`config.mk`:
```
export PLATFORM = sky130hd
export DESIGN_NAME = sub_8bit_sat_stage_flat
export DESIGN_NICKNAME = d
export VERILOG_FILES = /design/src/rtl/sub_8bit_sat_stage_if.sv /design/src/rtl/sub_8bit_sat_stage.sv /design/src/flat_wrapper.sv
export SDC_FILE = /design/constraint.sdc
export NUM_CORES = 1
export LEC_CHECK = 0
export ABC_AREA = 0
export CAP_MARGIN = 20
export CORE_MARGIN = 5
export CORE_UTILIZATION = 50
export CTS_CLUSTER_DIAMETER = 60
export DETAILED_ROUTE_END_ITERATION = 8
export PLACE_DENSITY = 0.9
export SKIP_LAST_GASP = 1
export SYNTH_ARGS = -nofsm -noshare
export SYNTH_HDL_FRONTEND = slang
export SYNTH_SLANG_ARGS = --single-unit
```
`constraint.sdc`:
```
create_clock -name clk -period 2.85 [get_ports clk]
set_input_delay 0.285 -clock clk [delete_from_list [all_inputs] [get_ports clk]]
set_output_delay 0.285 -clock clk [all_outputs]
set_load 0.1 [all_outputs]
```
`src/rtl/sub_8bit_sat_stage_if.sv`:
```
// Handshake bundle between the subtractor, the saturation stage and its consumer.
// The slave modport is the stage side; the master modport drives words in and sinks them out.
interface sub_8bit_sat_stage_if;
  logic       in_valid;
  logic       in_ready;
  logic [7:0] in_diff;
  logic       in_ovf;
  logic       out_valid;
  logic       out_ready;
  logic [7:0] out_data;
  logic       out_ovf;

  modport slave (
    input  in_valid, in_diff, in_ovf, out_ready,
    output in_ready, out_valid, out_data, out_ovf
  );

  modport master (
    output in_valid, in_diff, in_ovf, out_ready,
    input  in_ready, out_valid, out_data, out_ovf
  );
endinterface

```
`src/rtl/sub_8bit_sat_stage.sv`:
```
// Saturating output stage for the 8-bit subtractor, overflow counter + sticky (saturation under SUB_SAT_EN).
// Latency: 1 cycle from accept to out_valid; 1 word/cycle sustained.
// Backpressure: 2-entry skid (main + skid); in_ready is registered and drops only when both are full.
module sub_8bit_sat_stage #(
  parameter int CNT_W = 16
) (
  input  logic             clk,
  input  logic             rst_n,
  sub_8bit_sat_stage_if.slave bus,
  input  logic             clr,
  output logic [CNT_W-1:0] ovf_cnt,
  output logic             ovf_sticky
);

  localparam logic [CNT_W-1:0] CNT_MAX = {CNT_W{1'b1}};
  localparam logic [CNT_W-1:0] CNT_ONE = CNT_W'(1);

  typedef enum logic [1:0] {
    EMPTY = 2'd0,
    ONE   = 2'd1,
    FULL  = 2'd2
  } state_t;

  state_t     state;
  state_t     state_nxt;
  logic       in_ready_q;
  logic [7:0] main_data;
  logic       main_ovf;
  logic [7:0] skid_data;
  logic       skid_ovf;
  logic [7:0] sat_diff;
  logic       acc;
  logic       emit;
  logic       ovf_acc;
  logic       load_main;
  logic       load_skid;
  logic       skid_to_main;

  assign acc           = bus.in_valid && in_ready_q;
  assign emit          = bus.out_valid && bus.out_ready;
  assign ovf_acc       = acc && bus.in_ovf;

  assign bus.in_ready  = in_ready_q;
  assign bus.out_valid = (state != EMPTY);
  assign bus.out_data  = main_data;
  assign bus.out_ovf   = main_ovf;

`ifdef SUB_SAT_EN
  // A wrapped negative-looking difference with overflow means the true result was positive.
  always_comb begin
    sat_diff = bus.in_diff;
    if (bus.in_ovf) begin
      sat_diff = bus.in_diff[7] ? 8'h7F : 8'h80;
    end
  end
`else
  assign sat_diff = bus.in_diff;
`endif

  always_comb begin
    state_nxt    = state;
    load_main    = 1'b0;
    load_skid    = 1'b0;
    skid_to_main = 1'b0;
    case (state)
      EMPTY: begin
        if (acc) begin
          state_nxt = ONE;
          load_main = 1'b1;
        end
      end
      ONE: begin
        if (acc && emit) begin
          load_main = 1'b1;
        end else if (acc) begin
          state_nxt = FULL;
          load_skid = 1'b1;
        end else if (emit) begin
          state_nxt = EMPTY;
        end
      end
      FULL: begin
        if (emit) begin
          state_nxt    = ONE;
          skid_to_main = 1'b1;
        end
      end
      default: state_nxt = EMPTY;
    endcase
  end

  always_ff @(posedge clk or negedge rst_n) begin
    if (!rst_n) begin
      state      <= EMPTY;
      in_ready_q <= 1'b1;
      main_data  <= 8'h00;
      main_ovf   <= 1'b0;
      skid_data  <= 8'h00;
      skid_ovf   <= 1'b0;
    end else begin
      state      <= state_nxt;
      in_ready_q <= (state_nxt != FULL);
      if (load_main) begin
        main_data <= sat_diff;
        main_ovf  <= bus.in_ovf;
      end else if (skid_to_main) begin
        main_data <= skid_data;
        main_ovf  <= skid_ovf;
      end
      if (load_skid) begin
        skid_data <= sat_diff;
        skid_ovf  <= bus.in_ovf;
      end
    end
  end

  // clr wins over the old count but not over an overflow accepted in the same cycle.
  always_ff @(posedge clk or negedge rst_n) begin
    if (!rst_n) begin
      ovf_cnt    <= '0;
      ovf_sticky <= 1'b0;
    end else if (clr) begin
      ovf_cnt    <= ovf_acc ? CNT_ONE : '0;
      ovf_sticky <= ovf_acc;
    end else if (ovf_acc) begin
      ovf_sticky <= 1'b1;
      if (ovf_cnt != CNT_MAX) begin
        ovf_cnt <= ovf_cnt + CNT_ONE;
      end
    end
  end

endmodule
```
`src/flat_wrapper.sv`:
```
// flat-port wrapper written by rule: the top's interface ports become plain ports
module sub_8bit_sat_stage_flat 
#(
  parameter int CNT_W = 16
)
  (clk, rst_n, clr, ovf_cnt, ovf_sticky, bus_in_valid, bus_in_diff, bus_in_ovf, bus_out_ready, bus_in_ready, bus_out_valid, bus_out_data, bus_out_ovf);
  sub_8bit_sat_stage_if bus_i ();
  input  logic clk;
  input  logic rst_n;
  input  logic clr;
  output logic [CNT_W-1:0] ovf_cnt;
  output logic ovf_sticky;
  input wire logic [$bits(bus_i.in_valid)-1:0] bus_in_valid;
  input wire logic [$bits(bus_i.in_diff)-1:0] bus_in_diff;
  input wire logic [$bits(bus_i.in_ovf)-1:0] bus_in_ovf;
  input wire logic [$bits(bus_i.out_ready)-1:0] bus_out_ready;
  output wire logic [$bits(bus_i.in_ready)-1:0] bus_in_ready;
  output wire logic [$bits(bus_i.out_valid)-1:0] bus_out_valid;
  output wire logic [$bits(bus_i.out_data)-1:0] bus_out_data;
  output wire logic [$bits(bus_i.out_ovf)-1:0] bus_out_ovf;
  assign bus_i.in_valid = bus_in_valid;
  assign bus_i.in_diff = bus_in_diff;
  assign bus_i.in_ovf = bus_in_ovf;
  assign bus_i.out_ready = bus_out_ready;
  assign bus_in_ready = bus_i.in_ready;
  assign bus_out_valid = bus_i.out_valid;
  assign bus_out_data = bus_i.out_data;
  assign bus_out_ovf = bus_i.out_ovf;
  sub_8bit_sat_stage #(.CNT_W(CNT_W)) u_core (.clk(clk), .rst_n(rst_n), .bus(bus_i), .clr(clr), .ovf_cnt(ovf_cnt), .ovf_sticky(ovf_sticky));
endmodule
```
==> impl_metrics.toml, run 1 <==
[yosys]
ys_ff_latch = 38
netlist_area_um2 = 1840
yosysTopAreaCell = "dfrtp_1"
synth_common_cells = "dfrtp_1 (37), a21oi_1 (13), a21o_1 (10), mux2_2 (10), a22o_1 (9)"
yosys_warnings = 0
synth.area.top_cells = "dfrtp_1 (50%), mux2_2 (6.1%), a22o_1 (4.3%), a21o_1 (4.1%), a21oi_1 (3.5%)"
yosysUniqueCellTypes = 41
netlist.area_leader.share = 0.504
synth_ff_type = "dfrtp_1"
synth.avg_cell_area_um2 = 11.2
synthArstFlopShare = 1.00
postSynthCellCount = 164
yosysMostFrequentCell = "dfrtp_1"
ys_seq_area_frac = 0.518
synth_edf_count = 0
syn_nets = 179

[worst_setup_path]
crit_arrival_ns = 2.25
cp-start-kind = "flip-flop"
path_cells = "ha_1, nand3_1, nor4_4, nor2_2, a311oi_2"
worstPathRequired_ns = 3.04
crit_family = "simple AND/OR/NAND/NOR gates"
critical_path_class = "reg2reg"
cp-end-kind = "flip-flop"
slowest_stage = "nor4_4"
worst-path-buf-inv = 0
cpPeakStageDelay_ns = 0.61
crit_fanout = 12

[finish]
drive_gt1_frac = 0.275
num_antenna_cells = 0
multi_input_area_um2 = 842
nFillCells = 278
fin_nets = 221
ff_latch_area_um2 = 952
finish.utilization = 0.650
area_growth_pct = 27.5

[pwr]
ir_drop_mv = 0.505
p_leak_nw = 1.07
power_density_nw_per_um2 = 986
p_total_mw = 2.31

[timing]
fin_crit_ns = 2.06
hold_viol_final = 0
worst_hold_slack_ns = 0.0834
tightest_slew_ns = 0.816
fin_skew_ns = 0.00674
tns_ns = 0
rsz0062_at_grt = "no"
timing.final.ws_setup_ns = 0.786
report.final.slew_viol_count = 0
fmax_ghz = 0.484
slew_headroom = 0.456
post-route-period-util = 0.724
final-setup-viol-count = 0

[global_route]
grt_pass1_wl_mm = 6.75
grt_pass1_vias = 1443
overflow = 0
grtUsageTotal = 0.168
grt_max_degree = 39
antenna_found_initial = 0

[clock_network]
cts_hold_buf = 0
clk_latency_ns = 0.29
clk_pin_slew_worst_paths_ns = 0.07
post_cts_resized = 0
cts_tree = "yes"
htree_levels = 2
clockBufferDepth = 2
cts_buffers = 5
post_cts_buffers = 0
cts_root_buf = "clkbuf_8"
cts.sink_count = 38

[die]
die_h_um = 70.6
num_io_pins = 42
fp.dieArea_um2 = 4990
initial_utilization = 0.510
fp-row-count = 22
coreArea_um2 = 3610
die_w_um = 70.6

[route]
wl_mm = 3.96
drtAntennaViolNets = 0
drt-initial-drc-count = 125
wire_per_inst_um = 15.5
drcViolationCount = 0
via_per_inst = 5.84
via_count = 1488
first_pass_iters = 4

[place]
dp_hpwl_mm = 2.74
gp_routability_congestion = 0.822
dp_slack_ns = 0.705
io_buffers = 41

[run_status]
outcome = "finished clean"

[job]
cap_violations = 0

[min_path]
hp-class = "in2async"
==> kinds of logic after synthesis <==
| group | after synthesis | share of synthesized area |
|---|---|---|
| DFF | 38 | 0.518 |
| xor gates and xnor gates | 1 | 0.00477 |
| buffers and inverters | 9 | 0.0238 |
| AOI/OAI and AO/OA | 51 | 0.193 |
| muxes | 10 | 0.0613 |
| and+or+nand+nor | 54 | 0.192 |
| adders and majority gates | 1 | 0.00681 |
==> final timing paths <==
path                                        startpoint                endpoint  slack, ns  cells past startpoint
min in group clk                u_core.bus.out_data[3]  u_core.bus.out_data[3]       0.48                      1
worst max register to register       u_core.ovf_cnt[0]       u_core.ovf_cnt[2]       0.79                      5
max in group asynchronous                        rst_n       u_core.ovf_cnt[8]       2.25                      1
worst min-delay path                             rst_n       u_core.ovf_cnt[6]       0.08                      1
worst max-delay path                 u_core.ovf_cnt[0]       u_core.ovf_cnt[2]       0.79                      5
worst min register to register  u_core.bus.out_data[3]  u_core.bus.out_data[3]       0.48                      1
==> cells in the final DEF (no fill, tap or decap), drive strengths merged, types with 3 or more instances in the layout <==
master          n
a21o           10
a21oi          13
a22o            9
and3            4
buf            29
clkbuf          6
clkdlybuf4s50  12
dfrtp          37
inv             3
mux2           10
nand2           8
nand3           5
nand4           5
nor2            8
nor3            3
o21ai           7
o31ai           7
or4             7
==> layout make-up <==
cell class,instances,share of cell area
Inverter,3,0.00481
Clock inverter,2,0.0256
Tap cell,48,0.0256
Multi-Input combinational cell,117,0.359
Timing Repair Buffer,41,0.143
Sequential cell,38,0.406
Clock buffer,6,0.0352
==> stage by stage <==
stage          area (um^2)  instances
2_1_floorplan         1840        164
6_report              2340        255
5_1_grt               2340        255
3_5_place_dp          2200        247
3_3_place_gp          2200        247
4_1_cts               2340        255
==> power by group <==
group | switching (mW) | internal, mW | leakage (nW)
Combinational | 0.726 | 0.247 | 0.508
Sequential | 0.0878 | 0.684 | 0.488
Clock | 0.191 | 0.373 | 0.0714
==> registers in the layout (all words and copies together), names as in the netlist <==
name                 flops
u_core.bus.out_data      8
u_core.bus.in_ready      1
u_core.ovf_sticky        1
u_core.skid_data         8
u_core.state             2
u_core.skid_ovf          1
u_core.bus.out_ovf       1
u_core.ovf_cnt          16
==> metal layers <==
| metal | vias up | track usage | share of wire |
|---|---|---|---|
| li1 | 709 | - | - |
| met3 | 6 | 0.0355 | 0.045 |
| met2 | 32 | 0.284 | 0.52 |
| met5 | - | 0 | 0 |
| met4 | 0 | 0.0814 | 0.023 |
| met1 | 741 | 0.205 | 0.42 |
No activity file was read; power rests on OpenSTA's default activity.
==> run 2: changes to the inputs <==
Settings changed: CORE_UTILIZATION 50 to 49, PLACE_DENSITY 0.9 to 0.88.
Clock period 2.85 ns to 2.15 ns, I/O delays scaled along.
==> impl_metrics.toml, run 2 (synthesis gave the netlist of run 1 again) <==
[route]
first_pass_iters = 5
wl_mm = 3.98
drtAntennaViolNets = 0
drt-initial-drc-count = 84
drcViolationCount = 0
via_count = 1530
via_per_inst = 5.86
wire_per_inst_um = 15.2

[worst_setup_path]
crit_family = "simple AND/OR/NAND/NOR gates"
cp-end-kind = "flip-flop"
crit_fanout = 7
critical_path_class = "reg2reg"
worst-path-buf-inv = 0
cp-start-kind = "flip-flop"
slowest_stage = "dfrtp_2"
r2r_slack_ns = 0.23
crit_arrival_ns = 2.09
cpPeakStageDelay_ns = 0.44
worstPathRequired_ns = 2.32
path_cells = "ha_1, nand3_1, nor3_2, nor4b_1, mux2_2"

[pwr]
power_density_nw_per_um2 = 1200
p_leak_nw = 1.05
ir_drop_mv = 0.674

[timing]
tightest_slew_ns = 0.812
post-route-period-util = 0.893
fin_crit_ns = 1.92
hold_viol_final = 0
report.final.slew_viol_count = 0
fmax_ghz = 0.521
tns_ns = 0
fin_skew_ns = 0.00911
timing.final.ws_setup_ns = 0.230
slew_headroom = 0.459
rsz0062_at_grt = "no"
final-setup-viol-count = 0

[die]
die_w_um = 71.2
fp.dieArea_um2 = 5080
initial_utilization = 0.502
fp-row-count = 22
die_h_um = 71.2
num_io_pins = 42
coreArea_um2 = 3660

[place]
dp_hpwl_mm = 2.86
dpl_cell_area_um2 = 2270
io_buffers = 41
dp_slack_ns = 0.196
gp_routability_congestion = 0.804

[clock_network]
post_cts_resized = 0
cts_root_buf = "clkbuf_8"
cts.sink_count = 38
cts_tree = "yes"
clk_latency_ns = 0.29
cts_buffers = 5
htree_levels = 2
clk_pin_slew_worst_paths_ns = 0.07
clockBufferDepth = 2
post_cts_buffers = 0
cts_hold_buf = 0

[finish]
finalInstanceArea_um2 = 2360
fin_nets = 227
area_growth_pct = 28.3
final_common_cell = "buf_4"
drive_gt1_frac = 0.366
num_antenna_cells = 0
largest_reg_flops = 16
top_register = "u_core.ovf_cnt"
mostFrequentLayoutCells = "buf_4 (34), dfrtp_1 (21), dfrtp_2 (16)"

[global_route]
grt_pass1_vias = 1525
grt_max_degree = 39
antenna_found_initial = 0
grt_pass1_wl_mm = 6.92
grtUsageTotal = 0.170
overflow = 0

[run_status]
outcome = "finished clean"

[min_path]
hp-class = "in2async"

[job]
cap_violations = 0
==> run 2: where the power goes <==
part | switching, mW | total (mW) | leakage (nW) | internal (mW)
clock | 0.241 | 0.500 | 0.0482 | 0.259
combinational | 0.967 | 1.31 | 0.539 | 0.344
sequential | 0.115 | 1.02 | 0.462 | 0.909
total | 1.32 | 2.83 | 1.05 | 1.51
==> run 2: per-layer routing <==
metal | part of all wire | wire, um | global-route usage | vias up
li1 | - | - | - | 722
met1 | 0.43 | 1700 | 0.213 | 765
met2 | 0.51 | 2030 | 0.287 | 37
met3 | 0.047 | 186 | 0.0309 | 6
met4 | 0.014 | 56 | 0.0752 | 0
met5 | 0 | 0 | 0 | -
==> run 2: cell type report <==
type | count | area, um^2
Multi-Input combinational cell | 117 | 842
Fill cell | 295 | 1300
Inverter | 3 | 11.3
Clock inverter | 1 | 5.00
Tap cell | 48 | 60.1
Clock buffer | 7 | 86.3
Timing Repair Buffer | 47 | 380
Sequential cell | 38 | 972
==> run 2: path summary, 6_finish.rpt <==
kind,start,to,cells past startpoint
max,u_core.ovf_cnt[0],u_core.ovf_cnt[15],5
min,rst_n,u_core.ovf_cnt[12],1
max reg2reg,u_core.ovf_cnt[0],u_core.ovf_cnt[15],5
min reg2reg,u_core.bus.out_data[1],u_core.bus.out_data[1],1
max in group asynchronous,rst_n,u_core.ovf_cnt[13],1
min in group clk,u_core.bus.out_data[1],u_core.bus.out_data[1],1
==> run 2: stage by stage <==
step           hold slack [ns]   util  power [mW]  cells
5_1_grt                 0.0900  0.644        2.96    261
6_report               0.00396  0.644        2.83    261
4_1_cts                 0.0473  0.644        2.86    261
3_3_place_gp             0.358  0.619        2.33    253
3_5_place_dp             0.362  0.619        2.36    253
2_1_floorplan          -0.0806      -        2.04    164
